**config.mk**
```make
export PLATFORM = sky130hd
export DESIGN_NAME = fp_byte_loader_flat
export DESIGN_NICKNAME = d
export VERILOG_FILES = /design/src/rtl/fp_byte_loader_pkg.sv /design/src/rtl/fp_byte_loader_if.sv /design/src/rtl/fp_byte_loader_class.sv /design/src/rtl/fp_byte_loader.sv /design/src/flat_wrapper.sv
export SDC_FILE = /design/constraint.sdc
export NUM_CORES = 1
export LEC_CHECK = 0
export CAP_MARGIN = 20
export CORE_ASPECT_RATIO = 1.5
export CORE_MARGIN = 2
export CORE_UTILIZATION = 49
export DETAILED_ROUTE_END_ITERATION = 8
export GPL_ROUTABILITY_DRIVEN = 0
export PLACE_DENSITY_LB_ADDON = 0.12
export SETUP_SLACK_MARGIN = 0.02
export SYNTH_ARGS = -nofsm -noshare
export SYNTH_HDL_FRONTEND = slang
export SYNTH_SLANG_ARGS = --single-unit
```
**constraint.sdc**
```tcl
create_clock -name i_clk -period 5.17 [get_ports i_clk]
set_clock_uncertainty 0.2 [all_clocks]
set_input_delay 1.2925 -clock i_clk [delete_from_list [all_inputs] [get_ports i_clk]]
set_output_delay 1.2925 -clock i_clk [all_outputs]
set_load 0.01 [all_outputs]
```
**src/rtl/fp_byte_loader_pkg.sv**
```systemverilog
// Shared types and constants for the byte-serial multiplier front end.
// FP_BYTE_LOADER_FLAG_EN adds a fifth TX byte carrying the result class.
package fp_byte_loader_pkg;

  typedef enum logic [1:0] {
    LOAD = 2'd0,
    WAIT = 2'd1,
    SEND = 2'd2
  } state_t;

  localparam logic [2:0] CLASS_ZERO      = 3'b000;
  localparam logic [2:0] CLASS_SUBNORMAL = 3'b001;
  localparam logic [2:0] CLASS_NORMAL    = 3'b011;
  localparam logic [2:0] CLASS_INF       = 3'b100;
  localparam logic [2:0] CLASS_NAN       = 3'b110;

  localparam int IDX_W = 3;

`ifdef FP_BYTE_LOADER_FLAG_EN
  localparam int TX_BYTES = 5;
`else
  localparam int TX_BYTES = 4;
`endif

  localparam logic [IDX_W-1:0] TX_LAST = 3'(TX_BYTES - 1);

endpackage

```
**src/rtl/fp_byte_loader_if.sv**
```systemverilog
// Receive stream, multiplier operand/result lines and transmit stream of fp_byte_loader.
interface fp_byte_loader_if;
  // Valid/ready: a byte moves on a rising edge where valid and ready are both
  // high; the sender holds data stable while valid is high and ready is low.
  logic [7:0]  i_rx_data;
  logic        i_rx_valid;
  logic        o_rx_ready;
  logic [31:0] o_a;
  logic [31:0] o_b;
  logic [31:0] i_res;
  logic [7:0]  o_tx_data;
  logic        o_tx_valid;
  logic        i_tx_ready;
  logic        o_busy;

  modport master (
    output i_rx_data, i_rx_valid, i_res, i_tx_ready,
    input  o_rx_ready, o_a, o_b, o_tx_data, o_tx_valid, o_busy
  );

  modport slave (
    input  i_rx_data, i_rx_valid, i_res, i_tx_ready,
    output o_rx_ready, o_a, o_b, o_tx_data, o_tx_valid, o_busy
  );
endinterface

```
**src/rtl/fp_byte_loader_class.sv**
```systemverilog
// Combinational single-precision classifier (zero/subnormal/normal/inf/NaN).
// Only present when FP_BYTE_LOADER_FLAG_EN is defined.
`ifdef FP_BYTE_LOADER_FLAG_EN
module fp_class
  import fp_byte_loader_pkg::*;
(
  input  logic [31:0] value,
  output logic [2:0]  cls
);
  logic [7:0]  expo;
  logic [22:0] mant;

  assign expo = value[30:23];
  assign mant = value[22:0];

  always_comb begin
    cls = CLASS_NORMAL;
    if (expo == 8'h00)      cls = (mant == 23'd0) ? CLASS_ZERO : CLASS_SUBNORMAL;
    else if (expo == 8'hFF) cls = (mant == 23'd0) ? CLASS_INF  : CLASS_NAN;
  end
endmodule
`endif

```
**src/rtl/fp_byte_loader.sv**
```systemverilog
// Assembles A/B from 8 RX bytes, waits out the multiplier latency, returns the
// product LSB first. FP_BYTE_LOADER_FLAG_EN appends a class byte.
module fp_byte_loader
  import fp_byte_loader_pkg::*;
#(
  parameter int MUL_LATENCY = 2
) (
  input  logic              i_clk,
  input  logic              i_rst,
  fp_byte_loader_if.slave   bus,
  output state_t            dbg_state
);
  localparam int CNT_W = $clog2(MUL_LATENCY + 2);

  state_t             state, state_n;
  logic [IDX_W-1:0]   k, tx_idx, tx_idx_nx;
  logic [CNT_W-1:0]   wait_cnt;
  logic [31:0]        a_q, b_q, res_q;
  logic [7:0]         tx_data_q, next_byte;
  logic               tx_valid_q;
  logic               rx_fire, tx_fire, wait_done;

  always_ff @(posedge i_clk or posedge i_rst) begin
    if (i_rst) state <= LOAD;
    else       state <= state_n;
  end

  always_comb begin
    state_n   = state;
    rx_fire   = 1'b0;
    tx_fire   = 1'b0;
    wait_done = 1'b0;
    case (state)
      LOAD: begin
        rx_fire = bus.i_rx_valid;
        if (rx_fire && k == 3'd7) state_n = WAIT;
      end
      WAIT: begin
        wait_done = (wait_cnt == CNT_W'(MUL_LATENCY));
        if (wait_done) state_n = SEND;
      end
      SEND: begin
        tx_fire = tx_valid_q & bus.i_tx_ready;
        if (tx_fire && tx_idx == TX_LAST) state_n = LOAD;
      end
      default: state_n = LOAD;
    endcase
  end

`ifdef FP_BYTE_LOADER_FLAG_EN
  logic [2:0] res_cls;
  fp_class u_class (.value(res_q), .cls(res_cls));
`endif

  // Byte that follows the one currently presented on the TX stream.
  always_comb begin
    tx_idx_nx = tx_idx + 1'b1;
    next_byte = 8'h00;
    case (tx_idx_nx)
      3'd1: next_byte = res_q[15:8];
      3'd2: next_byte = res_q[23:16];
      3'd3: next_byte = res_q[31:24];
`ifdef FP_BYTE_LOADER_FLAG_EN
      3'd4: next_byte = {5'b0, res_cls};
`endif
      default: next_byte = 8'h00;
    endcase
  end

  always_ff @(posedge i_clk or posedge i_rst) begin
    if (i_rst) begin
      k          <= '0;
      wait_cnt   <= '0;
      a_q        <= '0;
      b_q        <= '0;
      res_q      <= '0;
      tx_idx     <= '0;
      tx_data_q  <= '0;
      tx_valid_q <= 1'b0;
    end else begin
      case (state)
        LOAD: if (rx_fire) begin
          if (k[2]) b_q[{k[1:0], 3'b000} +: 8] <= bus.i_rx_data;
          else      a_q[{k[1:0], 3'b000} +: 8] <= bus.i_rx_data;
          k        <= k + 1'b1;
          wait_cnt <= '0;
        end
        WAIT: begin
          if (wait_done) begin
            res_q      <= bus.i_res;
            tx_data_q  <= bus.i_res[7:0];
            tx_valid_q <= 1'b1;
            tx_idx     <= '0;
          end else begin
            wait_cnt <= wait_cnt + 1'b1;
          end
        end
        SEND: if (tx_fire) begin
          if (tx_idx == TX_LAST) begin
            tx_valid_q <= 1'b0;
          end else begin
            tx_idx    <= tx_idx_nx;
            tx_data_q <= next_byte;
          end
        end
        default: ;
      endcase
    end
  end

  assign bus.o_rx_ready = (state == LOAD);
  assign bus.o_busy     = (state != LOAD);
  assign bus.o_a        = a_q;
  assign bus.o_b        = b_q;
  assign bus.o_tx_data  = tx_data_q;
  assign bus.o_tx_valid = tx_valid_q;
  assign dbg_state      = state;
endmodule
```
**src/flat_wrapper.sv**
```systemverilog
// flat-port wrapper written by rule: the top's interface ports become plain ports
module fp_byte_loader_flat import fp_byte_loader_pkg::*;
#(
  parameter int MUL_LATENCY = 2
)
  (i_clk, i_rst, dbg_state, bus_i_rx_data, bus_i_rx_valid, bus_i_res, bus_i_tx_ready, bus_o_rx_ready, bus_o_a, bus_o_b, bus_o_tx_data, bus_o_tx_valid, bus_o_busy);
  fp_byte_loader_if bus_i ();
  input  logic i_clk;
  input  logic i_rst;
  output state_t dbg_state;
  input wire logic [$bits(bus_i.i_rx_data)-1:0] bus_i_rx_data;
  input wire logic [$bits(bus_i.i_rx_valid)-1:0] bus_i_rx_valid;
  input wire logic [$bits(bus_i.i_res)-1:0] bus_i_res;
  input wire logic [$bits(bus_i.i_tx_ready)-1:0] bus_i_tx_ready;
  output wire logic [$bits(bus_i.o_rx_ready)-1:0] bus_o_rx_ready;
  output wire logic [$bits(bus_i.o_a)-1:0] bus_o_a;
  output wire logic [$bits(bus_i.o_b)-1:0] bus_o_b;
  output wire logic [$bits(bus_i.o_tx_data)-1:0] bus_o_tx_data;
  output wire logic [$bits(bus_i.o_tx_valid)-1:0] bus_o_tx_valid;
  output wire logic [$bits(bus_i.o_busy)-1:0] bus_o_busy;
  assign bus_i.i_rx_data = bus_i_rx_data;
  assign bus_i.i_rx_valid = bus_i_rx_valid;
  assign bus_i.i_res = bus_i_res;
  assign bus_i.i_tx_ready = bus_i_tx_ready;
  assign bus_o_rx_ready = bus_i.o_rx_ready;
  assign bus_o_a = bus_i.o_a;
  assign bus_o_b = bus_i.o_b;
  assign bus_o_tx_data = bus_i.o_tx_data;
  assign bus_o_tx_valid = bus_i.o_tx_valid;
  assign bus_o_busy = bus_i.o_busy;
  fp_byte_loader #(.MUL_LATENCY(MUL_LATENCY)) u_core (.i_clk(i_clk), .i_rst(i_rst), .bus(bus_i), .dbg_state(dbg_state));
endmodule
```
# Word level (Yosys, flattened, before mapping)
# Cells that the tools add are included.
# totals
memories,0
rom_bits,0
wordCells,73
ram_bits,0
latch_bits,0
regBits,115
output_inout_bits,77
# classes
eq_ne,17
n_shift,2
addsub,4
mux,25
div_mod_pow,0
bitwise_logic,2
magnitude_cmp,0
reduce_logical,14
multipliers,0
# ops
operator,n
32-bit bitwise mux,2
8-bit by 7-bit variable shift with 32-bit output (first input constant),1
8-bit by 7-bit variable part select with 32-bit output,1
8-bit two-way mux,3
8-bit case mux with 3 select lines,1
8-bit case mux with 2 select lines,1
2-bit by 1-bit != test with 1-bit output (second input constant),7
3-bit AND reduction,4
2-bit two-way mux,5
3-bit by 2-bit equality test with 1-bit output (second input constant),3
3-bit two-way mux,3
4-bit AND reduction,2
5-bit negation with 7-bit output,1
3-bit by 1-bit adder with 3-bit output (second input constant),2
1-bit two-way mux,6
2-bit case mux with 3 select lines,1
3-bit case mux with 2 select lines,1
2-bit nonzero test,3
2-bit equality test (second input constant),2
2-bit != test (second input constant),2
2-bit case mux with 2 select lines,1
2-bit AND reduction,2
3-bit by 1-bit equality test with 1-bit output (second input constant),1
3-bit equality test (second input constant),1
other kinds (7),8

# Depth between registers and ports, before layout
# logic_depth
ltp_word,6
depth_mapped,7

# Worst setup path after synthesis
# No wires, ideal clock.
# synth_path
path_type,input to register
start,in bus_i_rx_valid
end,"reg u_core.b_q[16], in the netlist u_core.bus.o_b[16]"
t_required_ns,4.845
path_stages,5
n_path_buf,2
arrival_ns,2.185
slack_ns,2.660
cell_sequence,nor2b_2 buf_6 and4b_1 buf_6 mux2_4
# synth_between
elab_chain_len,2
# synth_rtl
element,line,text
from (decl),flat_wrapper.sv:12,input wire logic [$bits(bus_i.i_rx_valid)-1:0] bus_i_rx_valid;
1-bit two-way mux,fp_byte_loader.sv:33,case (state)
3-bit AND reduction (no source line),--,
"to (signal, indexed assignment)",fp_byte_loader.sv:83,"if (k[2]) b_q[{k[1:0], 3'b000} +: 8] <= bus.i_rx_data;"
to (decl),fp_byte_loader.sv:18,"logic [31:0] a_q, b_q, res_q;"
# Every way passes these cells.
# A chain may end at the register's enable or synchronous reset.

# Final worst setup path
# layout_path
start,"reg u_core.state[0], in the netlist u_core.dbg_state[0]"
end,out bus_o_busy
# layout_between
elab_chain_len,1
# layout_rtl
element,line,text
from (decl),fp_byte_loader.sv:15,"state_t state, state_n;"
from (signal assigned),fp_byte_loader.sv:25,else state <= state_n;
2-bit nonzero test,fp_byte_loader.sv:112,assign bus.o_busy = (state != LOAD);
to (decl),flat_wrapper.sv:20,output wire logic [$bits(bus_i.o_busy)-1:0] bus_o_busy;
# Every way passes these cells.

==> impl_metrics.env <==
export IMPL_status="finished, final reports clean"
export IMPL_worst_setup_path_type="flop to output port"
export IMPL_ys_ff_latch=107
export IMPL_p_sw_w=0.000333
export IMPL_numPortBuffers=120
export IMPL_reg2reg_from="u_core.dbg_state[1]"
export IMPL_yosysTopAreaCell="dfrtp_1"
export IMPL_wire_per_inst_um=18.2
export IMPL_power_frac_clock_pct=44.8
export IMPL_grt_pass1_wl_um=17400
export IMPL_maxCapViolations=0
export IMPL_synth_fa_ha_area_share_pct=2.84
export IMPL_slew_violations=0
export IMPL_p_seq_share_pct=51.0
export IMPL_post_route_min_period_ns=3.58
export IMPL_finalCritPeriodShare_pct=69.3
export IMPL_ctsHtreeMaxLevel=3
export IMPL_cp_startpoint="u_core.dbg_state[0]"
export IMPL_power_density_mw_per_mm2=260
export IMPL_die_w_um=85.2
export IMPL_die_h_um=126
export IMPL_ant_nets=0
export IMPL_num_vias=3181
export IMPL_postSynthCellCount=345
export IMPL_insertion_delay_ns=0.35
export IMPL_track_usage_pct=20.5
export IMPL_worst_ep_required_time_ns=3.68
export IMPL_end_kind="output port"
export IMPL_rr_endpoint="u_core.bus.o_a[21]"
export IMPL_grt_overflow_total=0
export IMPL_cts_sinks=107
export IMPL_comb_power_share_pct=4.1
export IMPL_io_pins=121
export IMPL_setup_viol=0
export IMPL_synth_top_area_share_pct=55.2
export IMPL_drive_gt1_share_pct=21.6
export IMPL_clk_pin_slew_ns=0.06
export IMPL_p_int_w=0.00133
export IMPL_hpwl_um=7810
export IMPL_leakagePower_nw=2.87
export IMPL_crit_arrival_ns=2.09
export IMPL_synthSimpleGateAreaFrac_pct=9.37
export IMPL_synthMuxAreaShare_pct=20.1
export IMPL_drt_total_wl_um=10600
export IMPL_hold_buffers=0
export IMPL_area_growth_pct=32.2
export IMPL_nNetsFinal=514
export IMPL_critPathSlowestCell="dfrtp_1"
export IMPL_firstDrtPassIters=4
export IMPL_rows=44
export IMPL_cts_max_path_buffers=2
export IMPL_syn_num_nets=400
export IMPL_grt_met3_usage_pct=3.87
export IMPL_synth_seq_area_share_pct=55.2
export IMPL_met2_usage_pct=34.2
export IMPL_cp_start_kind="flop"
export IMPL_grtUsageMet1_pct=25.7
export IMPL_avgSynthCellArea_um2=14.0
export IMPL_synth_edf_count=0
export IMPL_grt_max_degree=44
export IMPL_cp_endpoint="bus_o_busy"
export IMPL_cts_buffers=9
export IMPL_place_area_mm2=0.00608
export IMPL_crit_chain="nor2_1 > inv_1 > clkdlybuf4s50_1"
export IMPL_viasPerCell=5.49
export IMPL_mappedNetlistArea_mm2=0.00485
export IMPL_synth_top_family_by_area="multiplexers"
export IMPL_synth_xor_area_share_pct=0.181
export IMPL_regToRegSetupSlack_ns=2.84
export IMPL_reg2regPathDepth=3
export IMPL_swShare_pct=20.0
export IMPL_tritoncts="yes"
export IMPL_netlist_top_cells_area="dfrtp_1 55%, mux2_4 9.9%, mux2_2 9.8%, a22o_1 3.3%, and2_1 3.2%"
export IMPL_antenna_cells=0
export IMPL_synth_compound_area_share_pct=8.62
export IMPL_worst_slew_pin_slew_ns=0.902
export IMPL_antenna_found_initial=0
export IMPL_drc_errors=0
export IMPL_cts_resized=0
export IMPL_die_area_mm2=0.0107
export IMPL_ir_worst_vdd_v=0.000201
export IMPL_hold_viol=0
export IMPL_drtIter0Drc=170
export IMPL_slowest_delay_ns=0.93
export IMPL_max_slew_margin_pct=39.8
export IMPL_rsz0062_at_grt="no"
export IMPL_ys_async_sr_fraction_pct=100
export IMPL_synth_main_ff_cell="dfrtp_1"
export IMPL_gr_max_usage_layer="met2"
export IMPL_path_max_fanout=29
export IMPL_postCtsSetupBuffers=0
export IMPL_grt_pass1_vias=3438
export IMPL_core_area_mm2=0.00963
export IMPL_fin_area_mm2=0.00641
export IMPL_fmaxAchievable_mhz=279
export IMPL_initial_core_util_pct=50.3
export IMPL_finalSetupTns_ns=0
export IMPL_yosysWarnings=0
export IMPL_synth_distinct_cells=41
export IMPL_cts_root_buffer="clkbuf_16"
export IMPL_min_path_type="flop to flop"
==> logic make-up (layout without fill, tap and decap cells) <==
group / Yosys count / after routing
adders and majority gates: 11 / 11
xor gates and xnor gates: 1 / 1
buffers and inverters: 31 / 150
and+or+nand+nor: 67 / 67
DFF: 107 / 107
muxes: 76 / 76
AOI/OAI and AO/OA: 52 / 52
==> worst max-delay path, delay by kind of cell, from the launching register on <==
family                 cells  cell delay (ns)
flip-flops                 1             0.93
AND/OR/NAND/NOR            1             0.19
buffers and inverters      2             0.62
==> power by group through the flow <==
stage               sequential, W  clock [W]  combinational [W]
finish                   0.000851   0.000748          0.0000689
global route             0.000852   0.000785          0.0000761
CTS                      0.000851   0.000758          0.0000709
detailed placement       0.000867          0          0.0000706
global placement         0.000867          0          0.0000696
floorplan                0.000866          0          0.0000238
==> metrics by stage <==
stage | worst slack (ns) | cells | power (W) | hold slack [ns] | utilization [%]
global route | 1.44 | 579 | 0.00171 | 0.320 | 66.5
global placement | 1.63 | 563 | 0.000936 | 0.281 | 63.1
detailed placement | 1.57 | 563 | 0.000938 | 0.283 | 63.1
CTS | 1.57 | 579 | 0.00168 | 0.305 | 66.5
floorplan | 0.860 | 345 | 0.000889 | 0.278 | -
finish | 1.59 | 579 | 0.00167 | 0.305 | 66.5
==> placed cells by master, fill, tap and decap left out, drive strengths merged, types with 3 or more instances in the layout <==
master / synthesis / routed
clkdlybuf4s50: 0 / 120
dfrtp: 107 / 107
mux2: 74 / 74
and2: 25 / 25
a22o: 18 / 18
clkbuf: 1 / 12
ha: 11 / 11
inv: 11 / 11
or3: 9 / 9
o22ai: 8 / 8
a222oi: 8 / 8
a2bb2oi: 8 / 8
nor2: 6 / 6
o21ai: 5 / 5
nand2: 4 / 4
nand3: 4 / 4
a21oi: 3 / 3
buf: 19 / 3
==> synth_stat cells (all sizes together) (2+ instances only) <==
cell type  instances
ha                11
nand2              4
nor2b              2
and2              25
a222oi             8
inv               11
o21ai              5
nor3b              2
and3               2
dfrtp            107
o22ai              8
buf               19
and4               2
nand4b             2
or3                9
and3b              2
nor3               2
a21oi              3
a2bb2oi            8
nand4bb            2
mux2              74
a22o              18
nand3b             2
nand3              4
nor2               6
mux2i              2
==> worst min path at each step <==
stage / slack, ns / startpoint / cells past startpoint / end
5_1_grt: 0.32 / u_core.res_q[24] / 1 / u_core.res_q[24]
2_1_floorplan: 0.28 / u_core.res_q[10] / 1 / u_core.res_q[10]
4_1_cts: 0.30 / u_core.bus.o_b[4] / 1 / u_core.bus.o_b[4]
3_3_place_gp: 0.28 / u_core.bus.o_b[3] / 1 / u_core.bus.o_b[3]
3_5_place_dp: 0.28 / u_core.bus.o_b[7] / 1 / u_core.bus.o_b[7]
6_report: 0.31 / u_core.bus.o_b[4] / 1 / u_core.bus.o_b[4]
==> metal layers <==
layer	vias to the layer above	part of all wire, %
met5	-	0
met4	0	2.8
li1	1492	-
met3	18	5.3
met1	1568	41
met2	103	51
==> sequential cells by signal (all words and copies together) (netlist names), 2 cells and up <==
signal,flops
u_core.res_q,24
u_core.bus.o_tx_data,8
u_core.bus.o_b,32
u_core.dbg_state,2
u_core.k,3
u_core.wait_cnt,2
u_core.bus.o_a,32
u_core.tx_idx,3
==> cell type report <==
type	instances	area, µm²
clock inverters	4	72.6
inverters	11	43.8
multi-input cells	207	1990
clock buffers	12	256
fillers	720	3220
flip-flops and latches	107	2680
repair buffers	123	1220
well taps	115	144
(Power assumes the default switching activity.)
